## src/rtl/y_frame_serializer_pkg.sv

```systemverilog
// rtl/y_frame_serializer_pkg.sv - shared types, defaults and helpers for the y frame serializer
// Purpose: serializer FSM state encoding, default result width, and a
//          ceil-log2 helper used to size counters and FIFO pointers.
// Ports:   none (package).
package y_frame_pkg;

    typedef enum logic [1:0] {
        IDLE   = 2'd0,
        SHIFT  = 2'd1,
        PARITY = 2'd2,
        GAP    = 2'd3
    } state_t;

    localparam int W_DEFAULT = 40;

    // Smallest r with 2**r >= v; returns 0 for v <= 1.
    function automatic int clog2(input int v);
        int r;
        r = 0;
        for (int i = 0; i < 31; i++) begin
            if ((1 << i) < v) begin
                r = i + 1;
            end
        end
        return r;
    endfunction

endpackage

```

## src/rtl/y_frame_serializer_if.sv

```systemverilog
// rtl/y_frame_serializer_if.sv - result-word handshake between the core and the serializer
// Purpose: groups the parallel result word and its valid/ready handshake.
// Signals: y_in    - result word from the core
//          y_valid - y_in is valid this cycle
//          y_ready - serializer FIFO can accept a word
// Modports: master (core side), slave (serializer side).
interface y_frame_serializer_if
    import y_frame_pkg::*;
#(
    parameter int W = W_DEFAULT
) ();

    logic [W-1:0] y_in;
    logic         y_valid;
    logic         y_ready;

    modport master (
        output y_in,
        output y_valid,
        input  y_ready
    );

    modport slave (
        input  y_in,
        input  y_valid,
        output y_ready
    );

endinterface

```

## src/rtl/y_frame_serializer_fifo.sv

```systemverilog
// rtl/y_frame_serializer_fifo.sv - small synchronous FIFO buffering result words
// Purpose: DEPTH-entry FIFO; head word is read straight from the storage registers.
// Ports:   clk, rst_n    - clock, asynchronous active-low reset
//          push, din     - write din when push and not full
//          pop           - advance head when pop and not empty
//          dout          - current head word
//          full, empty   - occupancy flags
module y_fifo
    import y_frame_pkg::*;
#(
    parameter int W     = W_DEFAULT,
    parameter int DEPTH = 4
) (
    input  logic         clk,
    input  logic         rst_n,
    input  logic         push,
    input  logic         pop,
    input  logic [W-1:0] din,
    output logic [W-1:0] dout,
    output logic         full,
    output logic         empty
);

    localparam int AW = clog2(DEPTH);
    localparam int PW = AW + 1;

    logic [W-1:0]  mem_q [DEPTH];
    logic [PW-1:0] wr_q;
    logic [PW-1:0] rd_q;
    logic          push_ok;
    logic          pop_ok;

    // Extra pointer MSB distinguishes full (MSBs differ) from empty (equal).
    assign empty   = (wr_q == rd_q);
    assign full    = (wr_q[AW] != rd_q[AW]) && (wr_q[AW-1:0] == rd_q[AW-1:0]);
    assign push_ok = push && !full;
    assign pop_ok  = pop && !empty;
    assign dout    = mem_q[rd_q[AW-1:0]];

    always_ff @(posedge clk or negedge rst_n) begin
        if (!rst_n) begin
            wr_q <= '0;
            rd_q <= '0;
        end else begin
            if (push_ok) begin
                wr_q <= wr_q + 1'b1;
            end
            if (pop_ok) begin
                rd_q <= rd_q + 1'b1;
            end
        end
    end

    // Storage needs no reset: entries are only read after being written.
    always_ff @(posedge clk) begin
        if (push_ok) begin
            mem_q[wr_q[AW-1:0]] <= din;
        end
    end

endmodule

```

## src/rtl/y_frame_serializer.sv

```systemverilog
// rtl/y_frame_serializer.sv - buffers 40-bit results and shifts them out as framed serial words
// Purpose: each buffered word goes out MSB-first on sout with sout_frame high,
//          followed by an even-parity bit, then GAP_CYCLES idle cycles.
// Ports:   clk, rst_n  - clock, asynchronous active-low reset
//          yin         - result word handshake (slave side: y_in, y_valid, y_ready)
//          clear       - synchronous clear of overflow and frame_cnt
//          sout        - serial data
//          sout_frame  - high while data or parity bits are on sout
//          busy        - FSM active or FIFO holds words
//          overflow    - sticky, a word was dropped on a full FIFO
//          frame_cnt   - completed frames, wraps modulo 2**CNT_W
module y_frame_serializer
    import y_frame_pkg::*;
#(
    parameter int W          = W_DEFAULT,
    parameter int DEPTH      = 4,
    parameter int GAP_CYCLES = 2,
    parameter int CNT_W      = 16
) (
    input  logic                 clk,
    input  logic                 rst_n,
    y_frame_serializer_if.slave  yin,
    input  logic                 clear,
    output logic                 sout,
    output logic                 sout_frame,
    output logic                 busy,
    output logic                 overflow,
    output logic [CNT_W-1:0]     frame_cnt
);

    localparam int BW = clog2(W);
    localparam int GW = clog2(GAP_CYCLES + 1);

    state_t           state_q, state_d;
    logic [W-1:0]     shreg_q, shreg_d;
    logic [BW-1:0]    bcnt_q, bcnt_d;
    logic [GW-1:0]    gcnt_q, gcnt_d;
    logic             par_q, par_d;
    logic             sout_q, sout_d;
    logic             frame_q, frame_d;
    logic             ovf_q, ovf_d;
    logic [CNT_W-1:0] fcnt_q, fcnt_d;

    logic             push;
    logic             pop;
    logic             load;
    logic             frame_done;
    logic [W-1:0]     head;
    logic             full;
    logic             empty;

    assign push = yin.y_valid && !full;

    y_fifo #(
        .W     (W),
        .DEPTH (DEPTH)
    ) u_fifo (
        .clk   (clk),
        .rst_n (rst_n),
        .push  (push),
        .pop   (pop),
        .din   (yin.y_in),
        .dout  (head),
        .full  (full),
        .empty (empty)
    );

    always_comb begin
        state_d    = state_q;
        shreg_d    = shreg_q;
        bcnt_d     = bcnt_q;
        gcnt_d     = gcnt_q;
        par_d      = par_q;
        load       = 1'b0;
        frame_done = 1'b0;

        case (state_q)
            IDLE: begin
                load = !empty;
            end
            SHIFT: begin
                shreg_d = shreg_q << 1;
                bcnt_d  = bcnt_q - 1'b1;
                if (bcnt_q == '0) begin
                    state_d = PARITY;
                end
            end
            PARITY: begin
                frame_done = 1'b1;
                gcnt_d     = GW'(GAP_CYCLES - 1);
                state_d    = GAP;
            end
            GAP: begin
                if (gcnt_q == '0) begin
                    // Chain straight into the next frame when a word is waiting.
                    load = !empty;
                    if (empty) begin
                        state_d = IDLE;
                    end
                end else begin
                    gcnt_d = gcnt_q - 1'b1;
                end
            end
            default: begin
                state_d = IDLE;
            end
        endcase

        if (load) begin
            shreg_d = head;
            bcnt_d  = BW'(W - 1);
            par_d   = ^head;
            state_d = SHIFT;
        end
        pop = load;

        // Serial outputs are precomputed from the next state so they leave flops.
        sout_d  = 1'b0;
        frame_d = 1'b0;
        if (state_d == SHIFT) begin
            sout_d  = shreg_d[W-1];
            frame_d = 1'b1;
        end else if (state_d == PARITY) begin
            sout_d  = par_d;
            frame_d = 1'b1;
        end

        // clear takes priority over a coincident overflow or frame completion.
        if (clear) begin
            ovf_d  = 1'b0;
            fcnt_d = '0;
        end else begin
            ovf_d  = ovf_q || (yin.y_valid && full);
            fcnt_d = frame_done ? fcnt_q + 1'b1 : fcnt_q;
        end
    end

    always_ff @(posedge clk or negedge rst_n) begin
        if (!rst_n) begin
            state_q <= IDLE;
            shreg_q <= '0;
            bcnt_q  <= '0;
            gcnt_q  <= '0;
            par_q   <= 1'b0;
            sout_q  <= 1'b0;
            frame_q <= 1'b0;
            ovf_q   <= 1'b0;
            fcnt_q  <= '0;
        end else begin
            state_q <= state_d;
            shreg_q <= shreg_d;
            bcnt_q  <= bcnt_d;
            gcnt_q  <= gcnt_d;
            par_q   <= par_d;
            sout_q  <= sout_d;
            frame_q <= frame_d;
            ovf_q   <= ovf_d;
            fcnt_q  <= fcnt_d;
        end
    end

    assign yin.y_ready = !full;
    assign sout        = sout_q;
    assign sout_frame  = frame_q;
    assign busy        = (state_q != IDLE) || !empty;
    assign overflow    = ovf_q;
    assign frame_cnt   = fcnt_q;

endmodule
```

## src/flat_wrapper.sv

```systemverilog
// flat-port wrapper written by rule: the top's interface ports become plain ports
module y_frame_serializer_flat import y_frame_pkg::*;
#(
    parameter int W          = W_DEFAULT,
    parameter int DEPTH      = 4,
    parameter int GAP_CYCLES = 2,
    parameter int CNT_W      = 16
)
  (clk, rst_n, clear, sout, sout_frame, busy, overflow, frame_cnt, yin_y_in, yin_y_valid, yin_y_ready);
  y_frame_serializer_if #(.W(W)) yin_i ();
  input  logic clk;
  input  logic rst_n;
  input  logic clear;
  output logic sout;
  output logic sout_frame;
  output logic busy;
  output logic overflow;
  output logic [CNT_W-1:0] frame_cnt;
  input wire logic [$bits(yin_i.y_in)-1:0] yin_y_in;
  input wire logic [$bits(yin_i.y_valid)-1:0] yin_y_valid;
  output wire logic [$bits(yin_i.y_ready)-1:0] yin_y_ready;
  assign yin_i.y_in = yin_y_in;
  assign yin_i.y_valid = yin_y_valid;
  assign yin_y_ready = yin_i.y_ready;
  y_frame_serializer #(.W(W), .DEPTH(DEPTH), .GAP_CYCLES(GAP_CYCLES), .CNT_W(CNT_W)) u_core (.clk(clk), .rst_n(rst_n), .yin(yin_i), .clear(clear), .sout(sout), .sout_frame(sout_frame), .busy(busy), .overflow(overflow), .frame_cnt(frame_cnt));
endmodule
```

## config.mk

```make
export PLATFORM = sky130hd
export DESIGN_NAME = y_frame_serializer_flat
export DESIGN_NICKNAME = d
export VERILOG_FILES = /design/src/rtl/y_frame_serializer_pkg.sv /design/src/rtl/y_frame_serializer_if.sv /design/src/rtl/y_frame_serializer_fifo.sv /design/src/rtl/y_frame_serializer.sv /design/src/flat_wrapper.sv
export SDC_FILE = /design/constraint.sdc
export NUM_CORES = 1
export LEC_CHECK = 0
export CORE_AREA = 4 4 139 141
export CTS_CLUSTER_SIZE = 14
export DETAILED_ROUTE_END_ITERATION = 7
export DIE_AREA = 0 0 143 145
export PLACE_DENSITY = 0.82
export REMOVE_ABC_BUFFERS = 1
export SYNTH_ARGS = -nofsm -noshare
export SYNTH_HDL_FRONTEND = slang
export SYNTH_SLANG_ARGS = --single-unit
```

## constraint.sdc

```tcl
create_clock -name clk -period 4.1 [get_ports clk]
set_clock_uncertainty 0.1 [all_clocks]
set_input_delay 0.82 -clock clk [delete_from_list [all_inputs] [get_ports clk]]
set_output_delay 0.82 -clock clk [all_outputs]
set_load 0.05 [all_outputs]
```

### Word level (Yosys, flattened, before mapping)

Memory sizes are Yosys's and may differ from the RTL's.
Cells that the tools add are included.

| storage, ports and cells | value |
|---|---|
| word-level logic and storage cells | 69 |
| input bits | 44 |
| memories kept | 1 |
| RAM bits | 160 |
| output and inout port bits | 21 |
| register bits | 76 |

| cells by class | value |
|---|---|
| $add $sub $neg | 5 |
| mux-type cells | 24 |
| reductions and logical operators | 18 |
| equal/unequal tests | 9 |

Memory list:

| name | words | width | rd ports | clocked after memory_dff | write ports | line | text |
|---|---|---|---|---|---|---|---|
| u_core.u_fifo.mem_q | 4 | 40 | 1 | 0 | 1 | y_frame_serializer_fifo.sv:27 | `logic [W-1:0] mem_q [DEPTH];` |

Operators with widths:

| kind | number |
|---|---|
| $mux 40 | 2 |
| $reduce_xor 40->1 | 1 |
| $mux 16 | 2 |
| $add 16x1->16 const B | 1 |
| $mux 6 | 2 |
| $mux 1 | 10 |
| $mux 2 | 5 |
| $reduce_bool 2->1 | 4 |
| $add 3x1->3 const B | 2 |
| $eq 2x2->1 const B | 3 |
| $logic_not 6->1 | 1 |
| $pmux 2 s3 | 1 |
| $sub 6x1->6 const B | 1 |
| $logic_and 1x1->1 | 5 |
| $eq 2x1->1 const B | 2 |
| $logic_not 2->1 | 2 |
| $pmux 2 s2 | 1 |
| $eq 3x3->1 | 1 |
| $eq 2x2->1 | 1 |
| $logic_not 1->1 | 2 |
| $logic_or 1x1->1 | 2 |
| $ne 2x2->1 const B | 1 |
| $pmux 1 s2 | 1 |
| $reduce_and 2->1 | 1 |
| 2 further kinds | 2 |

### Logic depth before layout (Yosys ltp)

Gate-level depths: netlist (run 1).

| logic depth | value |
|---|---|
| depth in word-level cells | 8 |
| depth in mapped cells | 14 |

### Cells and area by module

From an unflattened synthesis (run 1), not the netlist that was laid out.

| second synthesis, totals | value |
|---|---|
| cell total of the unflattened synthesis | 631 |
| area total of the unflattened synthesis | 9,970.8 µm² |

Modules (own cells, without submodules):

| module | area each (µm²) | instances | cells each |
|---|---|---|---|
| y_fifo | 6,291.0 | 1 | 261 |
| y_frame_serializer | 3,679.8 | 1 | 370 |

### Worst setup path after synthesis (run 1)

No wires, ideal clock.

| timing path | value |
|---|---|
| kind | register -> register |
| from | register u_core.u_fifo.rd_q[1] |
| to | memory u_core.u_fifo.mem_q[3][0] in the netlist's numbering (enable) |
| data required time | 3.597 ns |
| library setup time | 0.403 ns |
| stages on the path, launching flop included | 7 |
| clock period less this slack | 3.161 ns |
| setup slack | 0.939 ns |
| arrival | 2.658 ns |
| path through | dfrtp_1 > buf_2 > buf_2 > buf_2 > xnor2_1 > nand3_1 > and3_1 |

| on the way | value |
|---|---|
| cells in the longest elaborated chain, start to end | 7 |

Ends and longest elaborated chain:

| element | line | text |
|---|---|---|
| start, declared | y_frame_serializer_fifo.sv:29 | `logic [PW-1:0] rd_q;` |
| start signal, assigned | y_frame_serializer_fifo.sv:49 | `rd_q <= rd_q + 1'b1;` |
| $eq 2x2->1 (*) | y_frame_serializer_fifo.sv:35 | `assign full = (wr_q[AW] != rd_q[AW]) && (wr_q[AW-1:0] == rd_q[AW-1:0]);` |
| $logic_and 1x1->1 (*) | y_frame_serializer_fifo.sv:35 |  |
| $logic_not 1->1 (*) | n/a |  |
| via yin_y_ready | flat_wrapper.sv:21 | `output wire logic [$bits(yin_i.y_ready)-1:0] yin_y_ready;` |
| $logic_and 1x1->1 | y_frame_serializer.sv:52 | `assign push = yin.y_valid && !full;` |
| $logic_and 1x1->1 (*) | y_frame_serializer_fifo.sv:36 | `assign push_ok = push && !full;` |
| $mux 1 (*) | y_frame_serializer_fifo.sv:56 | `if (push_ok) begin` |
| $mux 1 (not written as such) (*) | y_frame_serializer_fifo.sv:57 | `mem_q[wr_q[AW-1:0]] <= din;` |
| end, declared | y_frame_serializer_fifo.sv:27 |  |

Mark *: on every way through the listed nets, which the timed path passes. The rest lies on a longest branch.

### Final worst setup path (run 1)

| timing path | value |
|---|---|
| from | register u_core.u_fifo.rd_q[0] |
| to | output busy |

| on the way | value |
|---|---|
| cells in the longest elaborated chain, start to end | 3 |

Ends and longest elaborated chain:

| element | line | text |
|---|---|---|
| $eq 3x3->1 | y_frame_serializer_fifo.sv:34 | `assign empty = (wr_q == rd_q);` |
| $logic_not 1->1 | y_frame_serializer.sv:165 | `assign busy = (state_q != IDLE) \|\| !empty;` |
| $logic_or 1x1->1 | y_frame_serializer.sv:165 |  |
| end, declared | flat_wrapper.sv:16 | `output logic busy;` |

No other way between the ends.

==> results_dict.tcl, run 1 <==
set metrics [dict create \
    status "completed" \
    placement.cell_area_mm2 0.0107 \
    yosysSeqAreaShare_pct 68.4 \
    cap_viol_max_count 0 \
    clock-sinks 236 \
    crit_chain "xnor2_1 -> nand2_1 -> nor2_1 -> nand2_1 -> clkdlybuf4s50_1" \
    crit_slowest_cell "clkdlybuf4s50_1" \
    rows 49 \
    max_slew_margin_pct 35.6 \
    ir_drop_mv 0.946 \
    rsz0062_at_grt "false" \
    start_util_pct 54.6 \
    grt_overflow 0 \
    port-buffer-count 64 \
    die_h_um 145 \
    cts_hold_buffers 0 \
    clk_pin_slew_worst_paths_ns 0.06 \
    finish.utilization_pct 63.5 \
    dpl_worst_slack_ns 0.808 \
    ys.flop_type "edfxtp_1" \
    dieWidth_um 143 \
    grt_use_total_pct 18.6 \
    r2r-start "u_core.u_fifo.rd_q[0]" \
    antenna_cells 0 \
    cts_resized 0 \
    stdcell_area_mm2 0.0114 \
    drt.antenna.violating_nets 0 \
    hpwl_um 11900 \
    gp_congestion 0.799 \
    cp.buffers_inverters 1 \
    crit_path_end_kind "output pin" \
    synthCells 613 \
    drive_gt1_share_pct 13.1 \
    drc 0 \
    clockBufferDepth 3 \
    reg2reg_depth 9 \
    nFillCells 1245 \
    tritoncts "built" \
    syn_area_per_cell_um2 16.0 \
    final_max_slew_viol_count 0 \
    finalCriticalPeriod_ns 3.39 \
    synth_edf_count 160 \
    area_delta_synth_final_pct 16.3 \
    setup.worst_path.start "u_core.u_fifo.rd_q[0]" \
    fin_ws_ns 0.708 \
    ys_seq_elements 236 \
    grt_max_degree 77 \
    cts_buffers 24 \
    powerDensity_mw_per_mm2 886 \
    ios 65 \
    endpoint "busy" \
    synthArstFlopShare_pct 32.2 \
    antenna_found_initial 0 \
    tns_ns 0 \
    post-route-period-util_pct 82.7 \
    synth.cell_area_mm2 0.00980 \
    clkLatencyLatePin_ns 0.52 \
    firstDrtPassIters 5 \
    cp_data_required_time_ns 3.18 \
    startpoint_type "flip-flop" \
    first_global_vias 5640 \
    die_area_mm2 0.0207 \
    r2r_end "u_core.sout" \
    htreeDepth 1 \
    vias 5293 \
    core_area_mm2 0.0180 \
    grt_first_pass_wirelength_um 30600 \
    yosysUniqueCellTypes 33 \
    setup_viol 0 \
    wirelength_um 18900 \
    max_freq_ghz 0.295 \
    hold_class "input pin to asynchronous set/reset pin" \
    wl_per_cell_um 20.3 \
    power_mw 10.1 \
    cpPeakStageDelay_ns 0.71 \
    hold_viol 0 \
    cp_num_cells 5 \
    crit_fanout 10 \
    fin_nets 744 \
    path_class "flip-flop to output pin" \
    root_buffer "clkbuf_16" \
    post_cts_buffers 0 \
    path_common_cell "nand2_1" \
    crit_family "buffers and inverters" \
    power.leakage_nw 4.19 \
    yosysWarnings 0 \
    rrSetupSlack_ns 0.71 \
    cp.arrival_ns 2.47 \
    drtIter0Drc 300 \
    worst_pin_slew_ns 0.966 \
    vias_per_cell 5.68 \
]
[cells in the mapped netlist, drive strengths merged, types with 3 or more instances]
master / number / area, um^2
edfxtp: 160 / 4800
clkbuf: 16 / 60.1
xnor2: 43 / 384
xor2: 19 / 166
ha: 15 / 188
dfrtp: 76 / 1900
or3: 4 / 25.0
inv: 14 / 52.6
nor2: 25 / 93.8
and3: 7 / 43.8
mux4: 40 / 901
o21ai: 47 / 235
nand4: 3 / 18.8
mux2i: 41 / 410
nand2: 65 / 244
nand3: 5 / 25.0
buf: 12 / 90.1
a21oi: 6 / 30.0
[stage by stage]
stage | hold slack, ns | instances
6_report | 0.366 | 932
5_1_grt | 0.411 | 932
4_1_cts | 0.393 | 932
3_5_place_dp | 0.381 | 888
3_3_place_gp | 0.373 | 888
2_1_floorplan | 0.360 | 585
[registers in the layout, indices dropped and copies added (netlist names)]
signal	count
u_core.bcnt_q	6
u_core.sout	1
u_core.gcnt_q	2
u_core.sout_frame	1
u_core.frame_cnt	16
u_core.u_fifo.mem_q	160
u_core.shreg_q	40
u_core.u_fifo.rd_q	3
u_core.overflow	1
u_core.par_q	1
u_core.state_q	2
u_core.u_fifo.wr_q	3
[routing by layer]
layer  GRT usage, %  part of all wire (%)
met1           24.9                    41
met2           32.4                    52
met3           3.22                   4.9
met4           3.37                   1.5
met5              0                     0
[how the worst min path moves through the flow]
| stage | end | slack, ns | from |
|---|---|---|---|
| finish | u_core.bcnt_q[2] | 0.37 | rst_n |
| global route | u_core.u_fifo.wr_q[2] | 0.41 | u_core.u_fifo.wr_q[2] |
| CTS | u_core.shreg_q[37] | 0.39 | rst_n |
| detailed placement | u_core.gcnt_q[1] | 0.38 | u_core.gcnt_q[1] |
| global placement | u_core.par_q | 0.37 | u_core.par_q |
| floorplan | u_core.u_fifo.wr_q[2] | 0.36 | u_core.u_fifo.wr_q[2] |
[power breakdown]
group | switching, mW | internal (mW)
logic | 2.46 | 2.08
registers | 0.292 | 3.26
clock network | 0.865 | 1.15
[area by class of cell]
cell class                 count  area, um^2  area share [%]
sequential                   236        6710            58.8
multi-input combinational    335        2910            25.5
timing repair buffer          74         726            6.36
clock buffer                  33         634            5.56
tap                          229         287            2.51
clock inverter                11        91.3           0.801
inverter                      14        52.6           0.461
[cells by family after synthesis]
group,count (synthesis),share of synthesized area [%]
flops,236,68.4
simple gates,116,5.02
mux,81,13.4
xor+xnor,63,5.84
compound gates,60,3.38
buf+inv,42,2.07
fa+ha+maj,15,1.91
[layout by cell type, fill, tap and decap left out, types with 19 or more instances in the layout]
master | synthesis | layout
nand2_1 | 65 | 65
clkbuf_16 | 0 | 24
xnor2_1 | 42 | 42
nor2_1 | 25 | 25
mux2i_1 | 41 | 41
edfxtp_1 | 160 | 160
mux4_2 | 40 | 40
dfrtp_1 | 76 | 75
o21ai_0 | 47 | 47
clkdlybuf4s50_1 | 0 | 63
xor2_1 | 19 | 19
Power figures use the tool's default switching activity.
==> run 2, diff against run 1 <==
- clock period: 4.1 -> 3.4 ns (I/O delays scaled with it)
==> run 2 against run 1 <==
First-iteration DRC count grew 11%; cell count rose by 0.32%; routed wire length fell by 5.3%; global-route usage fell by 0.91 points; via count shrank 1.2%; critical path type is now flip-flop to flip-flop; critical endpoint is now u_core.sout.
==> results_dict.tcl, run 2 (same netlist as run 1, synthesis figures left out) <==
set metrics [dict create \
    clockBufferDepth 3 \
    cp.arrival_ns 3.35 \
    max_slew_margin_pct 34.1 \
    core_area_mm2 0.0180 \
    hold_viol 0 \
    power_mw 12.1 \
    wl_per_cell_um 19.2 \
    ir_drop_mv 1.03 \
    dieWidth_um 143 \
    htreeDepth 1 \
    power.leakage_nw 4.23 \
    drt.antenna.violating_nets 0 \
    hold_class "input pin to asynchronous set/reset pin" \
    start_util_pct 54.6 \
    crit_path_end_kind "flip-flop" \
    layout_commonest_cell "edfxtp_1" \
    antenna_cells 0 \
    largest_reg_flops 160 \
    worst_pin_slew_ns 0.988 \
    grt_use_total_pct 17.6 \
    ios 65 \
    antenna_found_initial 0 \
    finalCriticalPeriod_ns 3.05 \
    die_area_mm2 0.0207 \
    clk_pin_slew_worst_paths_ns 0.06 \
    rows 49 \
    powerDensity_mw_per_mm2 1050 \
    gp_congestion 0.767 \
    grt_overflow 0 \
    first_global_vias 5544 \
    cts_hold_buffers 0 \
    placement.cell_area_mm2 0.0108 \
    post_cts_buffers 0 \
    die_h_um 145 \
    cts_buffers 24 \
    port-buffer-count 64 \
    clock-sinks 236 \
    tritoncts "built" \
    vias 5232 \
    root_buffer "clkbuf_16" \
    path_class "flip-flop to flip-flop" \
    max_freq_ghz 0.328 \
    startpoint_type "flip-flop" \
    post-route-period-util_pct 89.6 \
    rsz0062_at_grt "false" \
    final_max_slew_viol_count 0 \
    fin_nets 748 \
    clkLatencyLatePin_ns 0.50 \
    setup_viol 0 \
    vias_per_cell 5.60 \
    stdcell_area_mm2 0.0115 \
    firstDrtPassIters 4 \
    drc 0 \
    wirelength_um 17900 \
    drive_gt1_share_pct 14.3 \
    area_delta_synth_final_pct 17.2 \
    cts_resized 0 \
    tns_ns 0 \
    status "completed" \
    grt_max_degree 86 \
    final_cell_mix "edfxtp_1, dfrtp_1, nand2_1" \
    crit_fanout 11 \
    grt_first_pass_wirelength_um 29300 \
    hpwl_um 11500 \
    cap_viol_max_count 0 \
    cp_data_required_time_ns 3.70 \
    drtIter0Drc 333 \
]
run 2: changes by cell type in the layout (fill, tap and decap cells not counted):
cell	change
inv_6	-1
clkinv_2	+2
clkbuf_1	-6
clkinv_1	+2
buf_4	+2
clkdlybuf4s50_1	-2
clkbuf_16	+1
buf_12	+4
clkinvlp_4	+2
clkinv_8	-1
run 2: worst paths after layout:
kind,start,endpoint,slack [ns],depth (start not counted)
max in group asynchronous,rst_n,u_core.u_fifo.rd_q[0],2.27,1
min in group clk,u_core.u_fifo.rd_q[2],u_core.u_fifo.rd_q[2],0.39,1
max,u_core.u_fifo.rd_q[0],u_core.sout,0.35,9
max reg2reg,u_core.u_fifo.rd_q[0],u_core.sout,0.35,9
min,rst_n,u_core.shreg_q[39],0.25,1
min reg2reg,u_core.u_fifo.rd_q[2],u_core.u_fifo.rd_q[2],0.39,1
run 2: power breakdown:
part	leakage [nW]	internal [mW]	switching (mW)
sequential	2.42	3.93	0.314
clock	0.361	1.41	1.03
combinational	1.45	2.53	2.90
run 2: area by class of cell:
type | count | area, um^2
sequential | 236 | 6710
fill | 1217 | 6470
multi-input combinational | 335 | 2910
timing repair buffer | 78 | 801
clock buffer | 28 | 637
tap | 229 | 287
clock inverter | 15 | 98.8
inverter | 14 | 52.6
run 2: per-stage QoR:
step | setup WS, ns | instances | hold WS, ns | utilization (%)
5_1_grt | 0.203 | 935 | 0.332 | 64.0
2_1_floorplan | -3.54 | 585 | 0.284 | -
3_5_place_dp | 0.381 | 892 | 0.386 | 59.9
6_report | 0.354 | 935 | 0.251 | 64.0
4_1_cts | 0.333 | 935 | 0.273 | 64.0
3_3_place_gp | 0.353 | 892 | 0.375 | 59.9
run 2: per-layer routing:
layer	routed length [um]	GRT usage [%]
met5	0	0
met1	7640	24.9
met2	9070	29.3
met3	832	2.50
met4	385	4.47
run 2: worst max-delay path, stage by stage, from the launching register on:
cell and delay [ns]:
dfrtp_2 0.38, buf_4 0.25, mux4_2 0.56, xnor2_1 0.24, xnor2_1 0.12, xnor2_1 0.25
xnor3_1 0.45, xnor2_1 0.20, nor2_1 0.11, o41ai_2 0.29
==> run 3, diff against run 2 <==
- REMOVE_ABC_BUFFERS: 1 -> unset
==> run 3 against run 2 <==
Sequential share of layout area down 0.28 points; routed wire length up 6.6%; critical path depth unchanged; clock power increased by 7%; core utilization up 0.31 points; hold slack worse by 0.029 ns; global-route usage up 1.2 points; cell count rose by 0.21%; worst setup slack lost 0.041 ns; flip-flop and latch count unchanged; total power increased by 2.1%; critical endpoint unchanged; largest power group unchanged; highest routed layer unchanged.
==> results_dict.tcl, run 3 (same netlist as run 1, synthesis figures left out) <==
set metrics [dict create \
    wirelength_um 19100 \
    nFillCells 1203 \
    crit_chain "buf_12 -> mux4_2 -> xor2_1 -> xnor2_1 -> xnor2_1 -> xnor3_1 -> xnor2_1 -> nor2_1 -> o41ai_2" \
    hold_viol 0 \
    rrSetupSlack_ns 0.31 \
    layout_commonest_cell "edfxtp_1" \
    antenna_found_initial 0 \
    start_util_pct 54.6 \
    setup_viol 0 \
    status "completed" \
    cts_resized 0 \
    die_area_mm2 0.0207 \
    path_class "flip-flop to flip-flop" \
    power_mw 12.4 \
    dieWidth_um 143 \
    cap_viol_max_count 0 \
    multi_input_area_mm2 0.00291 \
    rows 49 \
    cpPeakStageDelay_ns 0.62 \
    root_buffer "clkbuf_16" \
    ff_latch_area_mm2 0.00671 \
    cts_hold_buffers 0 \
    tritoncts "built" \
    drive_gt1_share_pct 14.7 \
    path_common_cell "xnor2_1" \
    grt_overflow 0 \
    finalCriticalPeriod_ns 3.09 \
    rsz0062_at_grt "false" \
    drtIter0Drc 260 \
    first_global_vias 5764 \
    clock-sinks 236 \
    post_cts_buffers 0 \
    max_freq_ghz 0.324 \
    firstDrtPassIters 4 \
    final_cell_mix "edfxtp_1, dfrtp_1, nand2_1" \
    tns_ns 0 \
    hold_ws_ns 0.222 \
    drt.antenna.violating_nets 0 \
    htreeDepth 1 \
    crit_slowest_cell "dfrtp_2" \
    clk_pin_slew_worst_paths_ns 0.06 \
    cp.arrival_ns 3.39 \
    wl_per_cell_um 20.4 \
    grt_use_total_pct 18.9 \
    powerDensity_mw_per_mm2 1070 \
    clkLatencyLatePin_ns 0.51 \
    vias_per_cell 5.63 \
    hpwl_um 12400 \
    largest_reg_flops 160 \
    cts_buffers 25 \
    ir_drop_mv 0.757 \
    antenna_cells 0 \
    grt_first_pass_wirelength_um 31100 \
    startpoint_type "flip-flop" \
    drc 0 \
    cp_data_required_time_ns 3.71 \
    reg2reg_depth 9 \
    grt_max_degree 86 \
    placement.cell_area_mm2 0.0107 \
    fin_nets 749 \
    core_area_mm2 0.0180 \
    ios 65 \
    hold_class "input pin to asynchronous set/reset pin" \
    final_max_slew_viol_count 0 \
    gp_congestion 0.818 \
    crit_fanout 17 \
    die_h_um 145 \
    power.leakage_nw 4.26 \
    crit_path_end_kind "flip-flop" \
    vias 5277 \
    area_delta_synth_final_pct 17.8 \
    port-buffer-count 64 \
    clockBufferDepth 3 \
    max_slew_margin_pct 36.0 \
    synth_nets 672 \
    stdcell_area_mm2 0.0115 \
    post-route-period-util_pct 90.8 \
    worst_pin_slew_ns 0.960 \
]
==> run 3: cell types whose count changed in the layout (fill, tap and decap cells not counted), sizes merged <==
cell | before | now
clkbuf | 28 | 37
clkinv | 12 | 5
clkinvlp | 2 | 1
inv | 14 | 15
==> run 3: per-stage QoR <==
step	util, %	std cells	worst slack, ns
floorplan	-	613	0.239
global placement	59.8	892	0.321
detailed placement	59.8	892	0.293
CTS	64.3	937	0.272
global route	64.3	937	0.0730
finish	64.3	937	0.313
==> run 3: final cells by class <==
| class | count | share of cell area, % |
|---|---|---|
| inverter | 14 | 0.455 |
| sequential | 236 | 58.1 |
| clock buffer | 37 | 6.33 |
| clock inverter | 8 | 0.629 |
| multi-input combinational | 335 | 25.2 |
| tap | 229 | 2.48 |
| timing repair buffer | 78 | 6.83 |
==> run 3: routing by layer <==
| metal | GRT usage (%) | up-vias | wire length, um |
|---|---|---|---|
| met1 | 25.1 | 2718 | 7900 |
| met3 | 3.36 | 29 | 798 |
| met4 | 3.80 | 0 | 330 |
| li1 | - | 2413 | - |
| met2 | 32.9 | 117 | 10100 |
| met5 | 0 | - | 0 |
==> run 3: critical path: cells and delay by family (launching register included) <==
kind / cells / cell delay (ns)
AOI/OAI and AO/OA: 1 / 0.28
muxes: 1 / 0.54
and+or+nand+nor: 1 / 0.09
xor gates and xnor gates: 5 / 1.10
DFF: 1 / 0.62
buffers and inverters: 1 / 0.24
==> run 3: worst paths after layout <==
path / from / end
setup reg to reg: u_core.u_fifo.rd_q[0] / u_core.sout
setup / recovery: u_core.u_fifo.rd_q[0] / u_core.sout
hold reg to reg: u_core.u_fifo.wr_q[2] / u_core.u_fifo.wr_q[2]
max in group asynchronous: rst_n / u_core.u_fifo.rd_q[0]
hold / removal: rst_n / u_core.gcnt_q[1]
min in group clk: u_core.u_fifo.wr_q[2] / u_core.u_fifo.wr_q[2]
==> run 3: power by group <==
part / switching [mW] / internal, mW
logic: 2.92 / 2.55
clock network: 1.05 / 1.56
registers: 0.358 / 3.93
